[src/rtl/processor_pkg.sv]
// Shared processor definitions: instruction field layout, bubble encoding,
// fetch FSM states and a saturating-increment helper.
package processor_pkg;

  localparam int INSTR_W = 32;
  localparam int TYPE_W  = 2;
  localparam int FUNC_W  = 5;

  // Field offsets below the instruction MSB.
  localparam int TYPE_OFS = 0;
  localparam int FUNC_OFS = TYPE_W;

  localparam logic [TYPE_W-1:0] TYPE_BUBBLE = 2'b11;

  typedef enum logic [1:0] {
    ST_BOOT  = 2'd0,
    ST_RUN   = 2'd1,
    ST_STALL = 2'd2
  } fetch_state_t;

  function automatic logic [31:0] sat_inc(input logic [31:0] v, input logic en);
    return (en && (v != 32'hFFFF_FFFF)) ? v + 32'd1 : v;
  endfunction

endpackage

[src/rtl/fetch_perf_cnt.sv]
// Three saturating 32-bit event counters: fetched instructions, stall cycles, redirects.
// Latency: count visible the cycle after the event; no backpressure, counters stick at all-ones.
module fetch_perf_cnt (
  input  logic        clk,
  input  logic        rst,
  input  logic        inc_fetch_i,
  input  logic        inc_stall_i,
  input  logic        inc_flush_i,
  output logic [31:0] perf_fetched_o,
  output logic [31:0] perf_stall_cyc_o,
  output logic [31:0] perf_flush_o
);
  import processor_pkg::*;

  logic [31:0] fetched_q, fetched_d;
  logic [31:0] stall_q, stall_d;
  logic [31:0] flush_q, flush_d;

  always_comb begin
    fetched_d = sat_inc(fetched_q, inc_fetch_i);
    stall_d   = sat_inc(stall_q, inc_stall_i);
    flush_d   = sat_inc(flush_q, inc_flush_i);
  end

  always_ff @(posedge clk) begin
    if (rst) begin
      fetched_q <= '0;
      stall_q   <= '0;
      flush_q   <= '0;
    end else begin
      fetched_q <= fetched_d;
      stall_q   <= stall_d;
      flush_q   <= flush_d;
    end
  end

  assign perf_fetched_o   = fetched_q;
  assign perf_stall_cyc_o = stall_q;
  assign perf_flush_o     = flush_q;

endmodule

[src/rtl/fetch_stage.sv]
// Instruction fetch stage: PC, sync imem request, IF/ID register; FETCH_PERF_CNT_EN adds perf counters.
// Latency: address issued in cycle t lands in IF/ID at t+2; stall replays the in-flight request and
// holds everything, redirect flushes IF/ID with a single bubble.
module fetch_stage #(
  parameter int              INSTR_W  = processor_pkg::INSTR_W,
  parameter int              PC_W     = 32,
  parameter logic [PC_W-1:0] RESET_PC = '0,
  parameter logic [PC_W-1:0] PC_STEP  = PC_W'(4)
) (
  input  logic               clk,
  input  logic               rst,
  input  logic               stall,
  input  logic               branch_taken,
  input  logic [PC_W-1:0]    branch_target,
  output logic [PC_W-1:0]    imem_addr,
  input  logic [INSTR_W-1:0] imem_rdata,
  output logic               id_valid,
  output logic [INSTR_W-1:0] id_instr,
  output logic [PC_W-1:0]    id_pc,
  output logic [1:0]         instruction_type,
  output logic [4:0]         func
`ifdef FETCH_PERF_CNT_EN
  ,
  output logic [31:0]        perf_fetched,
  output logic [31:0]        perf_stall_cyc,
  output logic [31:0]        perf_flush
`endif
);
  import processor_pkg::*;

  fetch_state_t       state_q, state_d;
  logic [PC_W-1:0]    pc_q, pc_d;
  logic [PC_W-1:0]    inflight_pc_q, inflight_pc_d;
  logic               inflight_valid_q, inflight_valid_d;
  logic               id_valid_q, id_valid_d;
  logic [INSTR_W-1:0] id_instr_q, id_instr_d;
  logic [PC_W-1:0]    id_pc_q, id_pc_d;

  always_comb begin
    state_d = state_q;
    if (branch_taken) begin
      state_d = ST_RUN;
    end else begin
      case (state_q)
        ST_BOOT:  state_d = stall ? ST_BOOT : ST_RUN;
        ST_RUN:   state_d = stall ? ST_STALL : ST_RUN;
        ST_STALL: state_d = stall ? ST_STALL : ST_RUN;
        default:  state_d = ST_BOOT;
      endcase
    end
  end

  always_comb begin
    pc_d             = pc_q;
    inflight_pc_d    = inflight_pc_q;
    inflight_valid_d = inflight_valid_q;
    id_valid_d       = id_valid_q;
    id_instr_d       = id_instr_q;
    id_pc_d          = id_pc_q;
    if (branch_taken) begin
      id_valid_d       = 1'b0;
      inflight_pc_d    = branch_target;
      inflight_valid_d = 1'b1;
      pc_d             = branch_target + PC_STEP;
    end else if (!stall) begin
      id_valid_d       = inflight_valid_q;
      id_instr_d       = imem_rdata;
      id_pc_d          = inflight_pc_q;
      inflight_pc_d    = pc_q;
      inflight_valid_d = 1'b1;
      pc_d             = pc_q + PC_STEP;
    end
  end

  always_ff @(posedge clk) begin
    if (rst) begin
      state_q          <= ST_BOOT;
      pc_q             <= RESET_PC;
      inflight_pc_q    <= '0;
      inflight_valid_q <= 1'b0;
      id_valid_q       <= 1'b0;
      id_instr_q       <= '0;
      id_pc_q          <= '0;
    end else begin
      state_q          <= state_d;
      pc_q             <= pc_d;
      inflight_pc_q    <= inflight_pc_d;
      inflight_valid_q <= inflight_valid_d;
      id_valid_q       <= id_valid_d;
      id_instr_q       <= id_instr_d;
      id_pc_q          <= id_pc_d;
    end
  end

  // While stalled, re-issue the in-flight address so imem_rdata is still its word on release.
  assign imem_addr = branch_taken                 ? branch_target :
                     (stall && inflight_valid_q)  ? inflight_pc_q : pc_q;

  assign id_valid         = id_valid_q;
  assign id_instr         = id_instr_q;
  assign id_pc            = id_pc_q;
  assign instruction_type = id_valid_q ? id_instr_q[INSTR_W-1-TYPE_OFS -: TYPE_W] : TYPE_BUBBLE;
  assign func             = id_valid_q ? id_instr_q[INSTR_W-1-FUNC_OFS -: FUNC_W] : '0;

`ifdef FETCH_PERF_CNT_EN
  fetch_perf_cnt u_perf (
    .clk              (clk),
    .rst              (rst),
    .inc_fetch_i      (!branch_taken && !stall && inflight_valid_q),
    .inc_stall_i      (stall && !branch_taken),
    .inc_flush_i      (branch_taken),
    .perf_fetched_o   (perf_fetched),
    .perf_stall_cyc_o (perf_stall_cyc),
    .perf_flush_o     (perf_flush)
  );
`endif

endmodule

[config.mk]
export PLATFORM = sky130hd
export DESIGN_NAME = fetch_stage
export DESIGN_NICKNAME = d
export VERILOG_FILES = /design/src/rtl/processor_pkg.sv /design/src/rtl/fetch_perf_cnt.sv /design/src/rtl/fetch_stage.sv
export SDC_FILE = /design/constraint.sdc
export NUM_CORES = 1
export LEC_CHECK = 0
export ABC_AREA = 1
export CORE_MARGIN = 1.5
export CORE_UTILIZATION = 44
export DETAILED_ROUTE_END_ITERATION = 10
export PLACE_DENSITY = 0.8
export REMOVE_ABC_BUFFERS = 1
export SYNTH_ARGS = -nofsm -noshare
export SYNTH_HDL_FRONTEND = slang
export SYNTH_SLANG_ARGS = --single-unit
[constraint.sdc]
create_clock -name clk -period 1.6 [get_ports clk]
set_input_delay 0.24 -clock clk [delete_from_list [all_inputs] [get_ports clk]]
set_output_delay 0.24 -clock clk [all_outputs]
set_load 0.03 [all_outputs]
# ---- Word level (Yosys, flattened, before mapping)
# Cells that the tools add are included.
dict set report totals {
  regBits 130
  output_inout_bits 104
}
dict set report op_classes {
  n_eq_ne 1
  n_mux 10
  n_reduce_logical 3
  bitwise_logic 2
  addsub 2
}
# operator count
set op_table {}
lappend op_table {{32-bit 2-to-1 mux} 6}
lappend op_table {{32-bit by 3-bit adder with 32-bit output (second input constant)} 2}
lappend op_table {{5-bit 2-to-1 mux} 1}
lappend op_table {{1-bit 2-to-1 mux} 2}
lappend op_table {{2-bit 2-to-1 mux} 1}
lappend op_table {{2-bit by 1-bit != test with 1-bit output (second input constant)} 1}
lappend op_table {{1-bit inverter} 2}
lappend op_table {{2-bit AND reduction} 1}
lappend op_table {{2-bit OR reduction} 1}
lappend op_table {{1-bit logical AND} 1}

# ---- Logic depth before layout (Yosys ltp)
dict set report depth {
  word_depth 3
  mapped_depth 15
  mapped_depth_nobuf 14
}

# ---- Worst setup path after synthesis
# OpenSTA, ideal clock, no wires.
dict set report synth_path {
  kind {input to output}
  from {input port branch_taken}
  to {output port imem_addr[10]}
  n_path_buf 4
  required_time_ns 1.360
  cell_stages 7
  path_slack_ns -0.333
  arrival_ns 1.693
  path_cell_list {buf_6 > inv_8 > buf_8 > buf_4 > clkbuf_1 > o21ai_0 > o21ai_0}
}
dict set report synth_between {
  elab_chain_cells 1
}
# item line
set synth_rtl {}
lappend synth_rtl {{start, declared} fetch_stage.sv:13} ;# input logic branch_taken,
lappend synth_rtl {{32-bit 2-to-1 mux} fetch_stage.sv:96} ;# assign imem_addr = branch_taken ? branch_target :
lappend synth_rtl {{end, declared} fetch_stage.sv:15} ;# output logic [PC_W-1:0] imem_addr,
# Every way passes these cells.

# ---- Worst setup path after layout
dict set report layout_path {
  from {register inflight_valid_q}
  to {output port imem_addr[28]}
}
dict set report layout_between {
  elab_chain_cells 3
}
# item line
set layout_rtl {}
lappend layout_rtl {{start, declared} fetch_stage.sv:34} ;# logic inflight_valid_q, inflight_valid_d;
lappend layout_rtl {{start signal, assigned} fetch_stage.sv:88} ;# inflight_valid_q <= inflight_valid_d;
lappend layout_rtl {{1-bit logical AND} fetch_stage.sv:97} ;# (stall && inflight_valid_q) ? inflight_pc_q : pc_q;
lappend layout_rtl {{32-bit 2-to-1 mux} fetch_stage.sv:97}
lappend layout_rtl {{32-bit 2-to-1 mux} fetch_stage.sv:96}
# Every way passes these cells.

==> run_results.csv <==
group,metric,value,unit
pwr,leakage,4.53,nW
timing,layout_min_cycle_time,1.80,ns
cells_and_area,insertedDiodeCount,0,
cts,clk_pin_slew,0.06,ns
floorplanning,core_area,13900,um2
placement,dp_hpwl,12700,um
grt,grt_first_pass_wirelength,30600,um
drt,drt_iter0_drc,595,
timing,max-slew-margin-rel,0.773,
cts,clkSinkCount,130,
cells_and_area,fin_util,0.706,
critical_path,ff2ff_path_depth,11,
grt,grtUsageTotal,0.257,
placement,place.gp.congestion,0.905,
hold_path,worstHoldPathType,"primary input to register",
synthesis,ys_warn_count,0,
critical_path,endpoint,"imem_addr[28]",
grt,grt_pass1_vias,6442,
critical_path,ff2ff_setup_slack,-0.14,ns
cells_and_area,multiInputGateArea,3520,um2
cells_and_area,regArea,2610,um2
floorplanning,num_rows,43,
grt,grt_max_degree,46,
synthesis,yosysUniqueCellTypes,30,
drt,drt-wirelength-per-cell,14.9,um
drt,drcViolationCount,0,
timing,skew,0.00940,ns
drt,viasPerCell,5.27,
critical_path,r2r-start,"pc_q[2]",
timing,drv_slew,0,
timing,setup_tns,-5.96,ns
cts,htree_levels,4,
run_status,violations,"setup timing",
synthesis,synth_top_area_cell,"dfxtp_1",
pwr,vdd_drop_max,714,uV
synthesis,synth.top_cells.by_area,"dfxtp_1 (42%), o21ai_0 (14%), nor2_1 (12%)",
critical_path,end_kind,"output pin",
critical_path,rr_endpoint,"pc_q[14]",
floorplanning,start_util,0.450,
critical_path,cp_max_fo,6,
synthesis,synth_cells,928,
placement,port_buffers,171,
drt,ant_nets,0,
synthesis,synth_top_area_share,0.416,
timing,fmax,555,MHz
timing,fin_crit_sh,1.13,
run,maxCapViolCount,0,
synthesis,synth_seq_cells,130,
floorplanning,chipHeight,122,um
timing,worst_slew_pin_slew,0.342,ns
critical_path,path_class,"register to output pin",
timing,setup_ws,-0.201,ns
synthesis,postSynthAreaPerCell,6.74,um2
floorplanning,die_area,14900,um2
grt,antenna_found_initial,0,
run_status,outcome,"complete, but fails checks",
timing,hold_violations,0,
critical_path,cp.required,1.36,ns
cts,cts-root-buf,"clkbuf_16",
cts,cts_hold_buf,0,
floorplanning,ios,172,
timing,rsz0062_at_grt,"yes",
cts,clock_path_buffers,2,
synthesis,synth_seq_area_share,0.416,
critical_path,crit_arrival,1.56,ns
cts,numCtsBuffers,17,
synthesis,synthesis.area,6250,um2
drt,vias,7088,
grt,overflow,0,
cells_and_area,fillerInstances,1104,
cells_and_area,drive_gt1_frac,0.247,
floorplanning,chipWidth,122,um
cells_and_area,nets,1221,
drt,first_pass_iters,5,
drt,wl,20000,um
pwr,power_density,991,nW/um2
timing,setup_viol,47,
critical_path,setup.worst_path.start,"inflight_valid_q",
cells_and_area,area_growth,56.8,%
cts,cts_tree,"yes",
critical_path,cp-start-kind,"register",
cts,clkLatencyLatePin,0.42,ns
-- through the flow --
stage	cell area [um2]	worst slack [ns]	total power, mW	std cells	hold slack (ns)
final	9800	-0.201	9.72	1345	0.356
after global routing	9800	-0.263	10.1	1345	0.393
after CTS	9510	-0.242	9.64	1352	0.332
after detailed placement	8820	-0.522	5.67	1314	0.468
after global placement	8820	-0.438	5.65	1314	0.467
after floorplan	5970	-1.48	4.63	872	0.309
-- layout by cell type (no fill, tap or decap), drive strengths merged, types with 4 or more instances in the layout --
cell type / Yosys / routed
nand2: 192 / 192
clkinv: 0 / 5
dlygate4sd2: 0 / 66
dfxtp: 130 / 130
a21oi: 42 / 42
a211oi: 4 / 4
o211ai: 7 / 7
nor2: 209 / 209
clkbuf: 38 / 29
buf: 18 / 122
clkdlybuf4s50: 0 / 65
o21ai: 182 / 182
nand3: 30 / 30
inv: 55 / 54
a31oi: 9 / 9
-- state kept, by name, summed over array words and instances, names as in the netlist --
| register | count |
|---|---|
| pc_q | 32 |
| inflight_valid_q | 1 |
| id_pc | 32 |
| id_valid | 1 |
| id_instr | 32 |
| inflight_pc_q | 32 |
-- timing repair --
action / CTS / global route
setup buffers: 5 / 2
gates resized for setup: 150 / 118
cloned: 1 / 3
pin swaps: 10 / 39
endpoints found under the setup margin: 119 / 64
-- layout make-up --
| class | instances | share of cell area |
|---|---|---|
| Multi-Input combinational cell | 687 | 0.359 |
| Timing Repair Buffer | 261 | 0.267 |
| Sequential cell | 130 | 0.266 |
| Clock buffer | 23 | 0.0488 |
| Inverter | 55 | 0.0231 |
| Tap cell | 180 | 0.0230 |
| Clock inverter | 9 | 0.0131 |
-- worst min path at each step --
stage               slack, ns  depth (start not counted)               from          endpoint
floorplan                0.31                          1                rst          pc_q[14]
detailed placement       0.47                          2  inflight_pc_q[30]         id_pc[30]
global route             0.39                          3              stall          id_valid
finish                   0.36                          4       branch_taken  inflight_pc_q[3]
global placement         0.47                          2  inflight_pc_q[30]         id_pc[30]
CTS                      0.33                          4       branch_taken  inflight_pc_q[3]
-- cells by family after synthesis --
| kind of cell | synth area share |
|---|---|
| buf+inv | 0.0797 |
| xor+xnor | 0.00280 |
| simple gates | 0.292 |
| compound gates | 0.208 |
| fa+ha+maj | 0.00200 |
| flops | 0.416 |
-- critical path, cell delays in order (launching register included) --
cell and delay [ns]:
dfxtp_2 0.35, nand2_4 0.09, clkinv_8 0.11, buf_12 0.14, o21ai_2 0.07, o21ai_2 0.22
buf_12 0.16
-- synthesized netlist by cell type (all sizes together) --
| cell type | n |
|---|---|
| o211ai | 7 |
| o21bai | 2 |
| dfxtp | 130 |
| clkbuf | 38 |
| a21boi | 2 |
| a31oi | 9 |
| ha | 1 |
| nand4 | 1 |
| xor2 | 2 |
| buf | 18 |
| a211oi | 4 |
| o21a | 1 |
| nor2 | 209 |
| o21ai | 182 |
| a21oi | 42 |
| nand3 | 30 |
| nand2 | 192 |
| and2 | 1 |
| or2 | 2 |
| inv | 55 |
-- metal layers --
metal  wire (um)  track usage  vias to the layer above
met3        1360       0.0637                       38
li1            -            -                     3467
met4         363       0.0807                        0
met2        9600        0.414                      278
met1        8690        0.338                     3305
met5           0            0                        -
-- power by group --
group          internal [mW]  switching (mW)
Clock                   2.57            1.42
Sequential              3.47           0.148
Combinational          0.889            1.22
Total                   6.92            2.79
Note: power is estimated with default switching activity, not from simulation.
==> RTL change 1 (same settings) <==
The package constant `INSTR_W` goes from 32 to 40.
--- a/src/rtl/processor_pkg.sv
+++ b/src/rtl/processor_pkg.sv
@@ -4,3 +4,3 @@
 
-  localparam int INSTR_W = 32;
+  localparam int INSTR_W = 40;
   localparam int TYPE_W  = 2;
Ports: changed (resized id_instr and imem_rdata); port bits go from 172 to 188. No check against the original RTL was run, so the function may have changed too.
==> RTL change 1 against the original RTL <==
- the run still ends with negative setup slack left
- wire length rose by 17%
- cell area increased by 7.9%
- global-route usage is 1.5 points higher
- synthesized cell count up 4.3%
- sequential power increased by 6.1%
- sequential cell count increased by 8
- count of clock-buffer cells in the layout grew 2
- fmax decreased by 1.2%
- synthesized area up 2.4%
- sequential share of layout area shrank 0.37 points
- power increased by 6.9%
- first-iteration DRC count grew 19%
- setup slack worse by 0.022 ns
- largest power group unchanged
- highest routed layer unchanged
==> RTL change 1: results (changes against the original RTL) <==
Clock buffer cells=25 (was 23); Critical Path Slowest Stage Cell=dfxtp_4 (was dfxtp_2); worst r2r dst=pc_q[28]$_SDFFE_PP0N_ (was pc_q[14]$_SDFFE_PP0N_); 1st-iter DRT viols=710 (was 595); worst setup margin=-0.223 ns (was -0.201 ns); Layout Cells excl Fill=1415 (was 1345); Multi-input gate area=3730 sq um (was 3520 sq um); Clock-cell share=5.92% (was 6.19%); Static Leak=4.90 nW (was 4.53 nW); synthesized area per cell=6.61 sq um (was 6.74 sq um); Peak VDD IR=1.01 mV (was 0.714 mV); synth cell count leaders=211 x nor2_1, 187 x nand2_1, 186 x o21ai_0 (was 192 x nor2_1, 179 x o21ai_0, 160 x nand2_1); Post-Synth Adder-Cell Area=0.195% (was 0.200%); placed inst area=9230 sq um (was 8820 sq um); number of global-route vias before repair=6791 (was 6442); GP Congestion=0.960 (was 0.905); worst-margin pin slew=0.377 ns (was 0.342 ns); Non-clk invs=60 (was 55); count of different cell masters after synthesis=27 (was 30); multi-input gates=711 (was 687); final setup fails=49 (was 47); Nets=1298 (was 1221); worst r2r path cells=10 (was 11); XOR/XNOR Fraction of Synth Area=0.410% (was 0.280%); Seq cells=138 (was 130); Post-CTS Resized=171 (was 150); fillers=970 (was 1104); overall routing resource usage=27.1% (was 25.7%); share of layout cells above drive strength 1=25.9% (was 24.7%); sequential area share after synthesis=43.2% (was 41.6%); Fin Hold WS=0.361 ns (was 0.356 ns); max reg flops=40; leading post-synthesis cells by cell area=dfxtp_1 43%, o21ai_0 15%, nor2_1 12% (was dfxtp_1 42%, o21ai_0 14%, nor2_1 12%); Arr. time, crit path=1.58 ns (was 1.56 ns); worst slack, placed=-0.788 ns (was -0.522 ns); Pre-Repair DR Iteration Count=6 (was 5); setup bufs post-CTS=3 (was 5); outcome=complete, but fails checks (unchanged); register share of the cell area=26.3% (was 26.6%); worst hold path endpoint=inflight_pc_q[3]$_SDFFE_PP0N_ (unchanged); worst r2r src=pc_q[13]$_SDFFE_PP0N_ (was pc_q[2]$_SDFFE_PP0N_); largest net degree at the start of global routing=50 (was 46); Non-CTS buffers=293 (was 261); ant diodes=1 (was 0); initial antenna violation count=1 (was 0); post-synthesis compound-gate area fraction=21.1% (was 20.8%); Total Wirelength=23400 microns (was 20000 microns); Reg area=2780 sq um (was 2610 sq um); port bufs=187 (was 171); skew final=0.00948 ns (was 0.00940 ns); CP max FO=8 (was 6); vias per cell=5.48 (was 5.27); DP Wirelength=14000 microns (was 12700 microns); global-route wire length before repair=32800 microns (was 30600 microns); failing checks=negative setup slack (unchanged); Gate Count Post-Synth=968 (was 928)
RTL change 1: changes by cell type after synthesis, moves of 5 or more:
cell      before  now
buf_2         10    5
clkbuf_1      38   49
dfxtp_1      130  138
inv_1         51   56
nand2_1      160  187
nand2_2       32    6
nor2_1       192  211
o21ai_0      179  186
RTL change 1: report_power, final:
part | total, mW | switching [mW] | internal [mW]
combinational | 2.37 | 1.36 | 1.01
clock | 4.18 | 1.49 | 2.69
sequential | 3.84 | 0.162 | 3.68
total | 10.4 | 3.01 | 7.38
RTL change 1: layer usage:
metal  wire length, microns  GRT usage, %  part of all wire [%]
met2                  11300          44.9                    48
met1                   9280          34.6                    40
met5                      0             0                     0
met4                    748          9.34                   3.2
met3                   2080          6.59                   8.9
RTL change 1: worst max path at each step:
stage | slack (ns) | startpoint | end
finish | -0.22 | inflight_valid_q$_SDFFE_PP0N_ | imem_addr[8]
global route | -0.28 | inflight_valid_q$_SDFFE_PP0N_ | imem_addr[8]
CTS | -0.25 | inflight_valid_q$_SDFFE_PP0N_ | imem_addr[14]
detailed placement | -0.79 | branch_taken | pc_q[26]$_SDFFE_PP0N_
global placement | -0.73 | branch_taken | pc_q[26]$_SDFFE_PP0N_
floorplan | -1.87 | branch_taken | id_instr[38]$_SDFFE_PP0P_
RTL change 1: through the flow:
stage,setup TNS [ns],total power [mW]
3_3_place_gp,-65.21,5.98
5_1_grt,-9.57,10.8
6_report,-6.84,10.4
3_5_place_dp,-70.41,6.02
2_1_floorplan,-164.01,4.88
4_1_cts,-6.38,10.1
RTL change 1: cells by family after synthesis:
family / Yosys count
flops: 138
buf+inv: 119
compound gates: 259
fa+ha+maj: 1
xor+xnor: 3
simple gates: 448
==> RTL change 2 (same flow settings) <==
Without the edit above. Add an input register stage for `branch_target`; this delays it by one clock. The other inputs are not delayed to match.
--- a/src/rtl/fetch_stage.sv
+++ b/src/rtl/fetch_stage.sv
@@ -29,2 +29,8 @@
   import processor_pkg::*;
+
+  logic [PC_W-1:0] branch_target_q;
+
+  always_ff @(posedge clk) begin
+    branch_target_q <= branch_target;
+  end
 
@@ -61,5 +67,5 @@
       id_valid_d       = 1'b0;
-      inflight_pc_d    = branch_target;
+      inflight_pc_d    = branch_target_q;
       inflight_valid_d = 1'b1;
-      pc_d             = branch_target + PC_STEP;
+      pc_d             = branch_target_q + PC_STEP;
     end else if (!stall) begin
@@ -95,3 +101,3 @@
   // While stalled, re-issue the in-flight address so imem_rdata is still its word on release.
-  assign imem_addr = branch_taken                 ? branch_target :
+  assign imem_addr = branch_taken                 ? branch_target_q :
                      (stall && inflight_valid_q)  ? inflight_pc_q : pc_q;
Check against the original RTL: not equivalent (a bounded check fails within 4 cycles, from zero or initial values and one cycle with rst high).
==> RTL change 2 against the original RTL <==
- the run still ends with negative setup slack left
- synthesized area is 11% higher
- core utilization is 3.6 points higher
- cell area is 16% higher
- sequential cell count is 32 higher
- wire length is 22% higher
- sequential share of layout area is 2.0 points higher
- power is 17% higher
- combinational power is 17% higher
- setup slack worse by 0.043 ns
- critical endpoint is now imem_addr[13]
- highest routed layer unchanged
==> RTL change 2: results (changes against the original RTL) <==
hold crit path type=in -> reg (unchanged); skew final=0.00956 ns (was 0.00940 ns); total CTS buffers=17 (unchanged); Static Leak=5.24 nW (was 4.53 nW); worst r2r path cells=9 (was 11); routed len/inst=16.4 microns (was 14.9 microns); Critical Path Slowest Stage Cell=dfxtp_2 (unchanged); Clock Path Buffers=2 (unchanged); crit path to=imem_addr[13] (was imem_addr[28]); Async S/R FF share, synth=0% (unchanged); outcome=complete, but fails checks (unchanged); worst hold path endpoint=branch_target_q[3]$_DFF_P_ (was inflight_pc_q[3]$_SDFFE_PP0N_); Post-synth top flop=dfxtp_1 (unchanged); combinational power share=21.7% (about the same); worst r2r src=pc_q[7]$_SDFFE_PP0N_ (was pc_q[2]$_SDFFE_PP0N_); 1st-iter DRT viols=694 (was 595); slowest cell delay on critical path=0.35 ns (about the same); beginning of the critical path=inflight_valid_q$_SDFFE_PP0N_ (unchanged); Fin Hold WS=0.246 ns (was 0.356 ns); placed inst area=9890 sq um (was 8820 sq um); count of different cell masters after synthesis=33 (was 30); switching pwr=3.23 mW (was 2.79 mW); vias per cell=5.33 (was 5.27); worst hold stages=1 (was 4); leading post-synthesis cells by cell area=dfxtp_1 47%, o21ai_0 13%, nor2_1 11% (was dfxtp_1 42%, o21ai_0 14%, nor2_1 12%); synth cell count leaders=203 x nor2_1, 201 x nand2_1, 175 x o21ai_0 (was 192 x nor2_1, 179 x o21ai_0, 160 x nand2_1); worst slack, placed=-0.781 ns (was -0.522 ns); Worst-path clk slew=0.07 ns; FF-to-FF setup slack=-0.14 ns (about the same); Arr. time, crit path=1.60 ns (was 1.56 ns); overall routing resource usage=27.1% (was 25.7%); initial antenna violation count=0 (unchanged); port bufs=171 (unchanged); clock power share=38.7% (was 41.0%); GP Congestion=0.920 (was 0.905); Pre-Repair DR Iteration Count=6 (was 5); worst-margin pin slew=0.328 ns (was 0.342 ns); number of global-route vias before repair=7476 (was 6442); CP max FO=16 (was 6); worst r2r dst=pc_q[16]$_SDFFE_PP0N_ (was pc_q[14]$_SDFFE_PP0N_); ant diodes=0 (unchanged); htree depth=4 (unchanged); global-route wire length before repair=35700 microns (was 30600 microns); Setup TNS=-7.20 ns (was -5.96 ns); Peak VDD IR=0.857 mV (was 0.714 mV); Clock Latency Late Sink=0.43 ns; final setup fails=41 (was 47); Nets=1335 (was 1221); failing checks=negative setup slack (unchanged); Largest delay share family, worst path=buffers and inverters (unchanged); worst setup margin=-0.244 ns (was -0.201 ns); DP Wirelength=14900 microns (was 12700 microns); share of layout cells above drive strength 1=29.4% (was 24.7%); hold_sp=branch_target[3] (was branch_taken); synthesis warning total=0 (unchanged); sequential area share after synthesis=46.6% (was 41.6%); Root Driver=clkbuf_16 (unchanged); largest net degree at the start of global routing=58 (was 46)
[RTL change 2: cell types whose count changed after synthesis, sizes merged, moves of 3 or more]
| cell | before | now |
|---|---|---|
| nor2 | 209 | 214 |
| buf | 18 | 13 |
| a31oi | 9 | 6 |
| nand2 | 192 | 214 |
| dfxtp | 130 | 162 |
| clkbuf | 38 | 43 |
| o21ai | 182 | 178 |
| inv | 55 | 76 |
[RTL change 2: routing by layer]
metal	vias to the layer above	GRT usage, %	routed length [microns]	part of all wire [%]
met2	414	47.1	11900	49
met5	-	0	0	0
met1	3688	32.4	9680	40
met3	93	6.32	1890	7.8
li1	3745	-	-	-
met4	0	10.9	920	3.8
[RTL change 2: metrics by stage]
step	total power, mW	instances
2_1_floorplan	5.51	947
3_3_place_gp	6.69	1451
4_1_cts	11.1	1490
5_1_grt	11.7	1490
6_report	11.3	1490
3_5_place_dp	6.73	1451
[RTL change 2: cells by family (layout without fill, tap and decap cells)]
logic type | Yosys count | after routing | share of synthesized area (%)
flops | 162 | 162 | 46.6
buf+inv | 134 | 410 | 8.11
fa+ha+maj | 1 | 1 | 0.180
compound gates | 240 | 240 | 18.0
simple gates | 464 | 464 | 26.8
xor+xnor | 2 | 2 | 0.252
[RTL change 2: final cells by class]
| cell class | instances | area (sq um) |
|---|---|---|
| Fill cell | 1149 | 3960 |
| Tap cell | 211 | 264 |
| Multi-Input combinational cell | 707 | 3810 |
| Timing Repair Buffer | 300 | 3080 |
| Inverter | 78 | 315 |
| Clock inverter | 11 | 178 |
| Clock buffer | 21 | 460 |
| Sequential cell | 162 | 3250 |
[RTL change 2: timing repair]
item,in CTS,in global routing
hold buffers,0,0
buffers inserted,8,12
gates resized for setup,193,166
cloned,2,3
pin swaps,20,68
setup endpoints to repair,130,57
